--- config.mk ---
export PLATFORM = sky130hd
export DESIGN_NAME = avs_frame_source
export DESIGN_NICKNAME = d
export VERILOG_FILES = /design/src/rtl/avs_frame_source_pkg.sv /design/src/rtl/frame_lfsr16.sv /design/src/rtl/avs_frame_source.sv
export SDC_FILE = /design/constraint.sdc
export NUM_CORES = 1
export LEC_CHECK = 0
export CORE_ASPECT_RATIO = 0.9
export CORE_MARGIN = 4
export CORE_UTILIZATION = 59
export CTS_CLUSTER_DIAMETER = 150
export DETAILED_ROUTE_END_ITERATION = 8
export PLACE_DENSITY_LB_ADDON = 0.3
export SLEW_MARGIN = 20
export SYNTH_ARGS = -nofsm -noshare
export SYNTH_HDL_FRONTEND = slang
export SYNTH_SLANG_ARGS = --single-unit
--- constraint.sdc ---
create_clock -name avs_clk -period 4.1 [get_ports avs_clk]
set_input_delay 0.82 -clock avs_clk [delete_from_list [all_inputs] [get_ports avs_clk]]
set_output_delay 0.82 -clock avs_clk [all_outputs]
set_load 0.01 [all_outputs]
--- src/rtl/avs_frame_source_pkg.sv ---
// Shared types and constants for the synthetic Avalon-ST frame source.
package avs_frame_source_pkg;

    typedef enum logic [2:0] {
        ST_IDLE,
        ST_SOF,
        ST_HBLANK,
        ST_TEMP,
        ST_LINE,
        ST_EOF,
        ST_VBLANK
    } state_t;

    typedef enum logic [1:0] {
        PAT_HRAMP = 2'd0,
        PAT_VRAMP = 2'd1,
        PAT_CONST = 2'd2,
        PAT_LFSR  = 2'd3
    } pattern_t;

    localparam logic [3:0] ADDR_CTRL      = 4'd0;
    localparam logic [3:0] ADDR_CONST     = 4'd1;
    localparam logic [3:0] ADDR_TEMP      = 4'd2;
    localparam logic [3:0] ADDR_HBLANK    = 4'd3;
    localparam logic [3:0] ADDR_VBLANK    = 4'd4;
    localparam logic [3:0] ADDR_FRAME_CNT = 4'd5;
    localparam logic [3:0] ADDR_STATUS    = 4'd6;

    typedef logic [15:0] lfsr_t;

    // Taps for x^16 + x^14 + x^13 + x^11 + 1, shifting towards the MSB.
    localparam lfsr_t LFSR_TAPS = 16'hB400;

    function automatic lfsr_t lfsr_next(input lfsr_t s);
        return {s[14:0], ^(s & LFSR_TAPS)};
    endfunction

endpackage

--- src/rtl/frame_lfsr16.sv ---
// 16-bit Fibonacci LFSR used as the noise pixel pattern; load has priority over step.
module frame_lfsr16
    import avs_frame_source_pkg::*;
#(
    parameter lfsr_t SEED = 16'hACE1
) (
    input  logic  clk,
    input  logic  srst,
    input  logic  i_load,
    input  logic  i_step,
    output lfsr_t o_state
);

    lfsr_t r_state;

    always_ff @(posedge clk) begin
        if (srst) begin
            r_state <= SEED;
        end else if (i_load) begin
            r_state <= SEED;
        end else if (i_step) begin
            r_state <= lfsr_next(r_state);
        end
    end

    assign o_state = r_state;

endmodule

--- src/rtl/avs_frame_source.sv ---
// Synthetic 14-bit video frame generator with per-line temperature header and
// an Avalon-MM control slave; register values are shadowed at each SOF.
module avs_frame_source
    import avs_frame_source_pkg::*;
#(
    parameter int          video_width    = 640,
    parameter int          video_height   = 512,
    parameter int          hblank_default = 16,
    parameter int          vblank_default = 64,
    parameter logic [15:0] lfsr_seed      = 16'hACE1
) (
    input  logic        avs_clk,
    input  logic        avs_reset,
    output logic        avs_source_sof,
    output logic        avs_source_valid,
    output logic [15:0] avs_source_data,
    output logic        avs_source_eof,
    input  logic        avmm_slv_wr,
    input  logic        avmm_slv_rd,
    input  logic [3:0]  avmm_slv_address,
    input  logic [31:0] avmm_slv_wrdata,
    output logic [31:0] avmm_slv_rddata
);

    localparam logic [15:0] W_LAST = 16'(video_width - 1);
    localparam logic [15:0] H_LAST = 16'(video_height - 1);

    logic        r_enable;
    pattern_t    r_pattern;
    logic [13:0] r_const;
    logic [15:0] r_temp, r_hblank, r_vblank;
    logic [31:0] r_frame_cnt, r_rddata;

    pattern_t    r_sh_pattern;
    logic [13:0] r_sh_const;
    logic [15:0] r_sh_temp, r_sh_hblank, r_sh_vblank;

    state_t      r_state, w_state_next;
    logic [15:0] r_cnt, w_cnt_next, r_line, w_line_next;
    logic        r_sof, r_valid, r_eof;
    logic [15:0] r_data, w_data_next;
    logic        w_latch, w_lfsr_load, w_lfsr_step, w_frame_done;
    logic [13:0] w_pixel;
    logic [31:0] w_rd_mux;
    lfsr_t       w_lfsr;

    frame_lfsr16 #(.SEED(lfsr_seed)) u_lfsr (
        .clk     (avs_clk),
        .srst    (avs_reset),
        .i_load  (w_lfsr_load),
        .i_step  (w_lfsr_step),
        .o_state (w_lfsr)
    );

    always_comb begin
        w_state_next = r_state;
        w_cnt_next   = r_cnt;
        w_line_next  = r_line;
        w_latch      = 1'b0;
        w_lfsr_load  = 1'b0;
        w_frame_done = 1'b0;
        case (r_state)
            ST_IDLE: if (r_enable) begin
                w_state_next = ST_SOF;
                w_latch      = 1'b1;
                w_lfsr_load  = 1'b1;
                w_cnt_next   = '0;
                w_line_next  = '0;
            end
            ST_SOF: begin
                w_state_next = ST_HBLANK;
                w_cnt_next   = '0;
            end
            ST_HBLANK: if (r_cnt == r_sh_hblank - 16'd1) begin
                w_state_next = ST_TEMP;
                w_cnt_next   = '0;
            end else begin
                w_cnt_next   = r_cnt + 16'd1;
            end
            ST_TEMP: begin
                w_state_next = ST_LINE;
                w_cnt_next   = '0;
            end
            ST_LINE: if (r_cnt == W_LAST) begin
                w_cnt_next = '0;
                if (r_line == H_LAST) begin
                    w_state_next = ST_EOF;
                end else begin
                    w_state_next = ST_HBLANK;
                    w_line_next  = r_line + 16'd1;
                end
            end else begin
                w_cnt_next = r_cnt + 16'd1;
            end
            ST_EOF: begin
                w_frame_done = 1'b1;
                w_cnt_next   = '0;
                w_state_next = (r_sh_vblank == 16'd0) ? ST_IDLE : ST_VBLANK;
            end
            ST_VBLANK: if (r_cnt == r_sh_vblank - 16'd1) begin
                w_state_next = ST_IDLE;
            end else begin
                w_cnt_next   = r_cnt + 16'd1;
            end
            default: w_state_next = ST_IDLE;
        endcase
    end

    // Pixel for the cycle being entered; the LFSR advances as its value is emitted.
    always_comb begin
        case (r_sh_pattern)
            PAT_HRAMP: w_pixel = w_cnt_next[13:0];
            PAT_VRAMP: w_pixel = r_line[13:0];
            PAT_CONST: w_pixel = r_sh_const;
            default:   w_pixel = w_lfsr[13:0];
        endcase
        w_lfsr_step = (w_state_next == ST_LINE);
        case (w_state_next)
            ST_TEMP: w_data_next = r_sh_temp;
            ST_LINE: w_data_next = {2'b00, w_pixel};
            default: w_data_next = 16'h0000;
        endcase
    end

    always_ff @(posedge avs_clk) begin
        if (avs_reset) begin
            r_state      <= ST_IDLE;
            r_cnt        <= '0;
            r_line       <= '0;
            r_sof        <= 1'b0;
            r_valid      <= 1'b0;
            r_eof        <= 1'b0;
            r_data       <= '0;
            r_sh_pattern <= PAT_HRAMP;
            r_sh_const   <= '0;
            r_sh_temp    <= '0;
            r_sh_hblank  <= 16'd1;
            r_sh_vblank  <= '0;
        end else begin
            r_state <= w_state_next;
            r_cnt   <= w_cnt_next;
            r_line  <= w_line_next;
            r_sof   <= (w_state_next == ST_SOF);
            r_eof   <= (w_state_next == ST_EOF);
            r_valid <= (w_state_next == ST_SOF) || (w_state_next == ST_TEMP) ||
                       (w_state_next == ST_LINE) || (w_state_next == ST_EOF);
            r_data  <= w_data_next;
            if (w_latch) begin
                r_sh_pattern <= r_pattern;
                r_sh_const   <= r_const;
                r_sh_temp    <= r_temp;
                r_sh_hblank  <= (r_hblank == 16'd0) ? 16'd1 : r_hblank;
                r_sh_vblank  <= r_vblank;
            end
        end
    end

    always_comb begin
        case (avmm_slv_address)
            ADDR_CTRL:      w_rd_mux = {29'd0, r_pattern, r_enable};
            ADDR_CONST:     w_rd_mux = {18'd0, r_const};
            ADDR_TEMP:      w_rd_mux = {16'd0, r_temp};
            ADDR_HBLANK:    w_rd_mux = {16'd0, r_hblank};
            ADDR_VBLANK:    w_rd_mux = {16'd0, r_vblank};
            ADDR_FRAME_CNT: w_rd_mux = r_frame_cnt;
            ADDR_STATUS:    w_rd_mux = {31'd0, (r_state != ST_IDLE)};
            default:        w_rd_mux = 32'd0;
        endcase
    end

    always_ff @(posedge avs_clk) begin
        if (avs_reset) begin
            r_enable    <= 1'b0;
            r_pattern   <= PAT_HRAMP;
            r_const     <= '0;
            r_temp      <= '0;
            r_hblank    <= 16'(hblank_default);
            r_vblank    <= 16'(vblank_default);
            r_frame_cnt <= '0;
            r_rddata    <= '0;
        end else begin
            r_rddata <= avmm_slv_rd ? w_rd_mux : 32'd0;
            if (w_frame_done) begin
                r_frame_cnt <= r_frame_cnt + 32'd1;
            end
            if (avmm_slv_wr) begin
                case (avmm_slv_address)
                    ADDR_CTRL: begin
                        r_enable  <= avmm_slv_wrdata[0];
                        r_pattern <= pattern_t'(avmm_slv_wrdata[2:1]);
                    end
                    ADDR_CONST:  r_const  <= avmm_slv_wrdata[13:0];
                    ADDR_TEMP:   r_temp   <= avmm_slv_wrdata[15:0];
                    ADDR_HBLANK: r_hblank <= avmm_slv_wrdata[15:0];
                    ADDR_VBLANK: r_vblank <= avmm_slv_wrdata[15:0];
                    default: ;
                endcase
            end
        end
    end

    logic w_unused;
    assign w_unused = &{1'b0, avmm_slv_wrdata[31:16], w_lfsr[15:14]};

    assign avs_source_sof   = r_sof;
    assign avs_source_valid = r_valid;
    assign avs_source_data  = r_data;
    assign avs_source_eof   = r_eof;
    assign avmm_slv_rddata  = r_rddata;

endmodule

==> metrics <==
status=finished clean; Cells after Synth=1491; Post-synth EDFFs=0; Final Hold Fails=0; # hold bufs at CTS=0; Cell Chain, Critical Path=inv_1 -> ha_1 -> or4b_1 -> nor4_4 -> nor3_1 -> o31ai_1 -> a211oi_2 -> a211oi_2 -> nor3_2 -> o31ai_1 -> a32o_1; Rel. slew slack=0.3283; Die X=158.2 um; post-layout min period=3.696 ns; Worst Path Class, Setup=reg2reg; Max Slew Vio Count=0; DRT antenna net count=0; initial antenna violation count=1; CP required=4.58 ns; first-pass GRT wire length=55270 um; RR Startpoint=r_sh_hblank[0]$_SDFFE_PP1P_; diode count=0; Slew @ Worst Pin=1.008 ns; Post CTS Setup Buffer Count=0; Synth Register Bits=263; clock sink count=263; Area contributors post-synth=dfxtp_1 44%, nand2_1 12%, a21oi_1 6.9%; RR Endpoint=avs_source_data[10]$_SDFF_PP0_; Post-DP HPWL=24880 um; Placer Congestion=0.9677; routed length per placed instance=19.56 um; First-pass DRT Iterations=6; reg2reg setup slack=0.40 ns; Synth-to-Final Area Change=14.94%; HP Class=reg2reg; register area share after synthesis=0.4396; clk_lat worst skew=0.55 ns; crit path capture type=flop; Most used DFF post-synth=dfxtp_1; worst r2r path cells=11; CP arrival=4.18 ns; share of cells above drive strength 1=0.06688; vias in the first global route=10250; setup_tns=0 ns; Avg Cell Area, Syn=8.033 um2; slowest CP cell=or4b_1; max incr delay on CP=0.56 ns; nets=1565; final wirelength=35100 um; CP bufs+invs=1; Worst Skew=0.02290 ns; Synth top area share=0.4396; maximum vdd drop=0.3604 mV; PwrDens=383.7 mW/mm2; Max clock buf depth=3; Worst Min Path Start=u_lfsr.o_state[14]$_SDFFE_PP0N_; area of the mapped netlist=0.01198 mm2; Die H=143.2 um; fmax=270.6 MHz; Overflow after GRT=0; Finished Cell Area=0.01377 mm2; Cells on Worst Hold Path=2; Lkg Pwr=4.644 nW; core region area=0.01999 mm2; post-cts sizing count=0; Final period util=0.9014; root buffer cell=clkbuf_16; post-synth cell types=77; Ys Warns=0; all-layer global routing usage=0.3055; Via density=6.259; cell taking the most area after synthesis=dfxtp_1; crit-path leading delay family=compound AO/OA/AOI/OAI gates; initial DRC count=1326; clk slew on worst S/H paths=0.07 ns; asr flop ratio synth=0; critical path fanouts, max=12; total CTS buffers=26; num ports=91; routed vias=11240; Post-DP Area=0.01283 mm2; H-tree levels=1; final setup vio count=0; I/O Buffers=74; # DRC=0; Site Rows=49; initial core utilization=0.5992; largest net degree at the start of global routing=97; max-cap viol count=0; RSZ-0062 raised after global routing=no; Critical Path Start Type=flop; Hold EP=u_lfsr.o_state[14]$_SDFFE_PP0N_; CTS tree=built; total nets after synthesis=1536; Fillers=1600; Die Area=0.02265 mm2
## metal layers
| metal | routed length (um) | track usage |
|---|---|---|
| met1 | 14360 | 0.4242 |
| met2 | 15570 | 0.4638 |
| met3 | 3659 | 0.07030 |
| met4 | 1492 | 0.1189 |
| met5 | 17 | 0 |
## worst register-to-register path: cells and delay by family (launching register included)
| kind | cells | cell delay (ns) |
|---|---|---|
| buffers and inverters | 1 | 0.07 |
| adders and majority gates | 1 | 0.41 |
| AOI/OAI and AO/OA | 5 | 1.79 |
| and+or+nand+nor | 4 | 1.02 |
| DFF | 1 | 0.35 |
## how the worst max path moves through the flow
stage	startpoint	endpoint	cells after the start
finish	r_sh_hblank[0]$_SDFFE_PP1P_	avs_source_data[10]$_SDFF_PP0_	11
global route	r_sh_hblank[0]$_SDFFE_PP1P_	avs_source_data[8]$_SDFF_PP0_	11
CTS	r_sh_hblank[0]$_SDFFE_PP1P_	avs_source_data[9]$_SDFF_PP0_	11
detailed placement	r_sh_hblank[0]$_SDFFE_PP1P_	avs_source_data[9]$_SDFF_PP0_	11
global placement	r_sh_hblank[0]$_SDFFE_PP1P_	avs_source_data[14]$_SDFF_PP0_	11
floorplan	r_sh_vblank[0]$_SDFFE_PP0P_	avs_source_data[11]$_SDFF_PP0_	11
## Yosys cell counts (all sizes together), types with 18 or more instances
master,n
nand3,39
and3,18
a21oi,164
xor2,38
and2,35
xnor2,39
nor2,78
a22oi,38
dfxtp,263
nor3,24
nand2,370
a31oi,27
o21ai,26
clkbuf,81
mux2i,19
## logic make-up after synthesis
group,Yosys count,share of synthesized area
flops,263,0.4396
buf+inv,114,0.03771
xor+xnor,77,0.05631
simple gates,664,0.2593
mux,19,0.01588
compound gates,349,0.1860
fa+ha+maj,5,0.005224
## placed cells by master (no fill, tap or decap), drive strengths merged, types with 17 or more instances in the layout
cell / synthesis / routed
dfxtp: 263 / 263
xnor2: 39 / 39
and3: 18 / 18
nor2: 78 / 78
a22oi: 38 / 38
a31oi: 27 / 27
a21oi: 164 / 164
clkbuf: 81 / 36
o21ai: 26 / 26
clkdlybuf4s50: 0 / 73
inv: 17 / 17
mux2i: 19 / 19
nand3: 39 / 39
xor2: 38 / 38
buf: 15 / 24
and2: 35 / 35
nand2: 370 / 370
nor3: 24 / 24
## stage by stage
step / setup WS, ns / utilization / cells / hold WS, ns / power [W]
6_report: 0.4041 / 0.6887 / 1795 / 0.4526 / 0.005282
3_5_place_dp: 0.5300 / 0.6420 / 1747 / 0.4454 / 0.002794
2_1_floorplan: 1.027 / - / 1491 / 0.4296 / 0.002721
5_1_grt: 0.2167 / 0.6887 / 1795 / 0.4850 / 0.005410
4_1_cts: 0.5219 / 0.6887 / 1795 / 0.4545 / 0.005294
3_3_place_gp: 0.5936 / 0.6420 / 1747 / 0.4409 / 0.002793
## state kept, by name, summed over array words and instances, names as in the netlist
register,flops
avmm_slv_rddata,32
r_frame_cnt,32
avs_source_data,16
r_cnt,16
r_hblank,16
r_line,16
r_sh_hblank,16
r_sh_temp,16
r_sh_vblank,16
r_temp,16
r_vblank,16
u_lfsr.o_state,16
r_const,14
r_sh_const,14
r_state,3
r_pattern,2
r_sh_pattern,2
avs_source_eof,1
avs_source_sof,1
avs_source_valid,1
r_enable,1
## layout make-up
cell class / count / area [um2] / share of cell area
clock buffer: 36 / 768.2 / 0.05581
multi-input combinational: 1114 / 6269 / 0.4554
clock inverter: 12 / 166.4 / 0.01209
sequential: 263 / 5265 / 0.3825
inverter: 18 / 67.56 / 0.004908
timing repair buffer: 97 / 910.9 / 0.06617
tap: 255 / 319.1 / 0.02318
## power by group
part / switching (W) / internal [W] / total, W / leakage (nW)
sequential: 0.0000137 / 0.00256 / 0.00258 / 2.12
clock: 0.00103 / 0.00151 / 0.00254 / 0.462
combinational: 0.000116 / 0.0000505 / 0.000166 / 2.06
No activity file was read; power rests on OpenSTA's default activity.
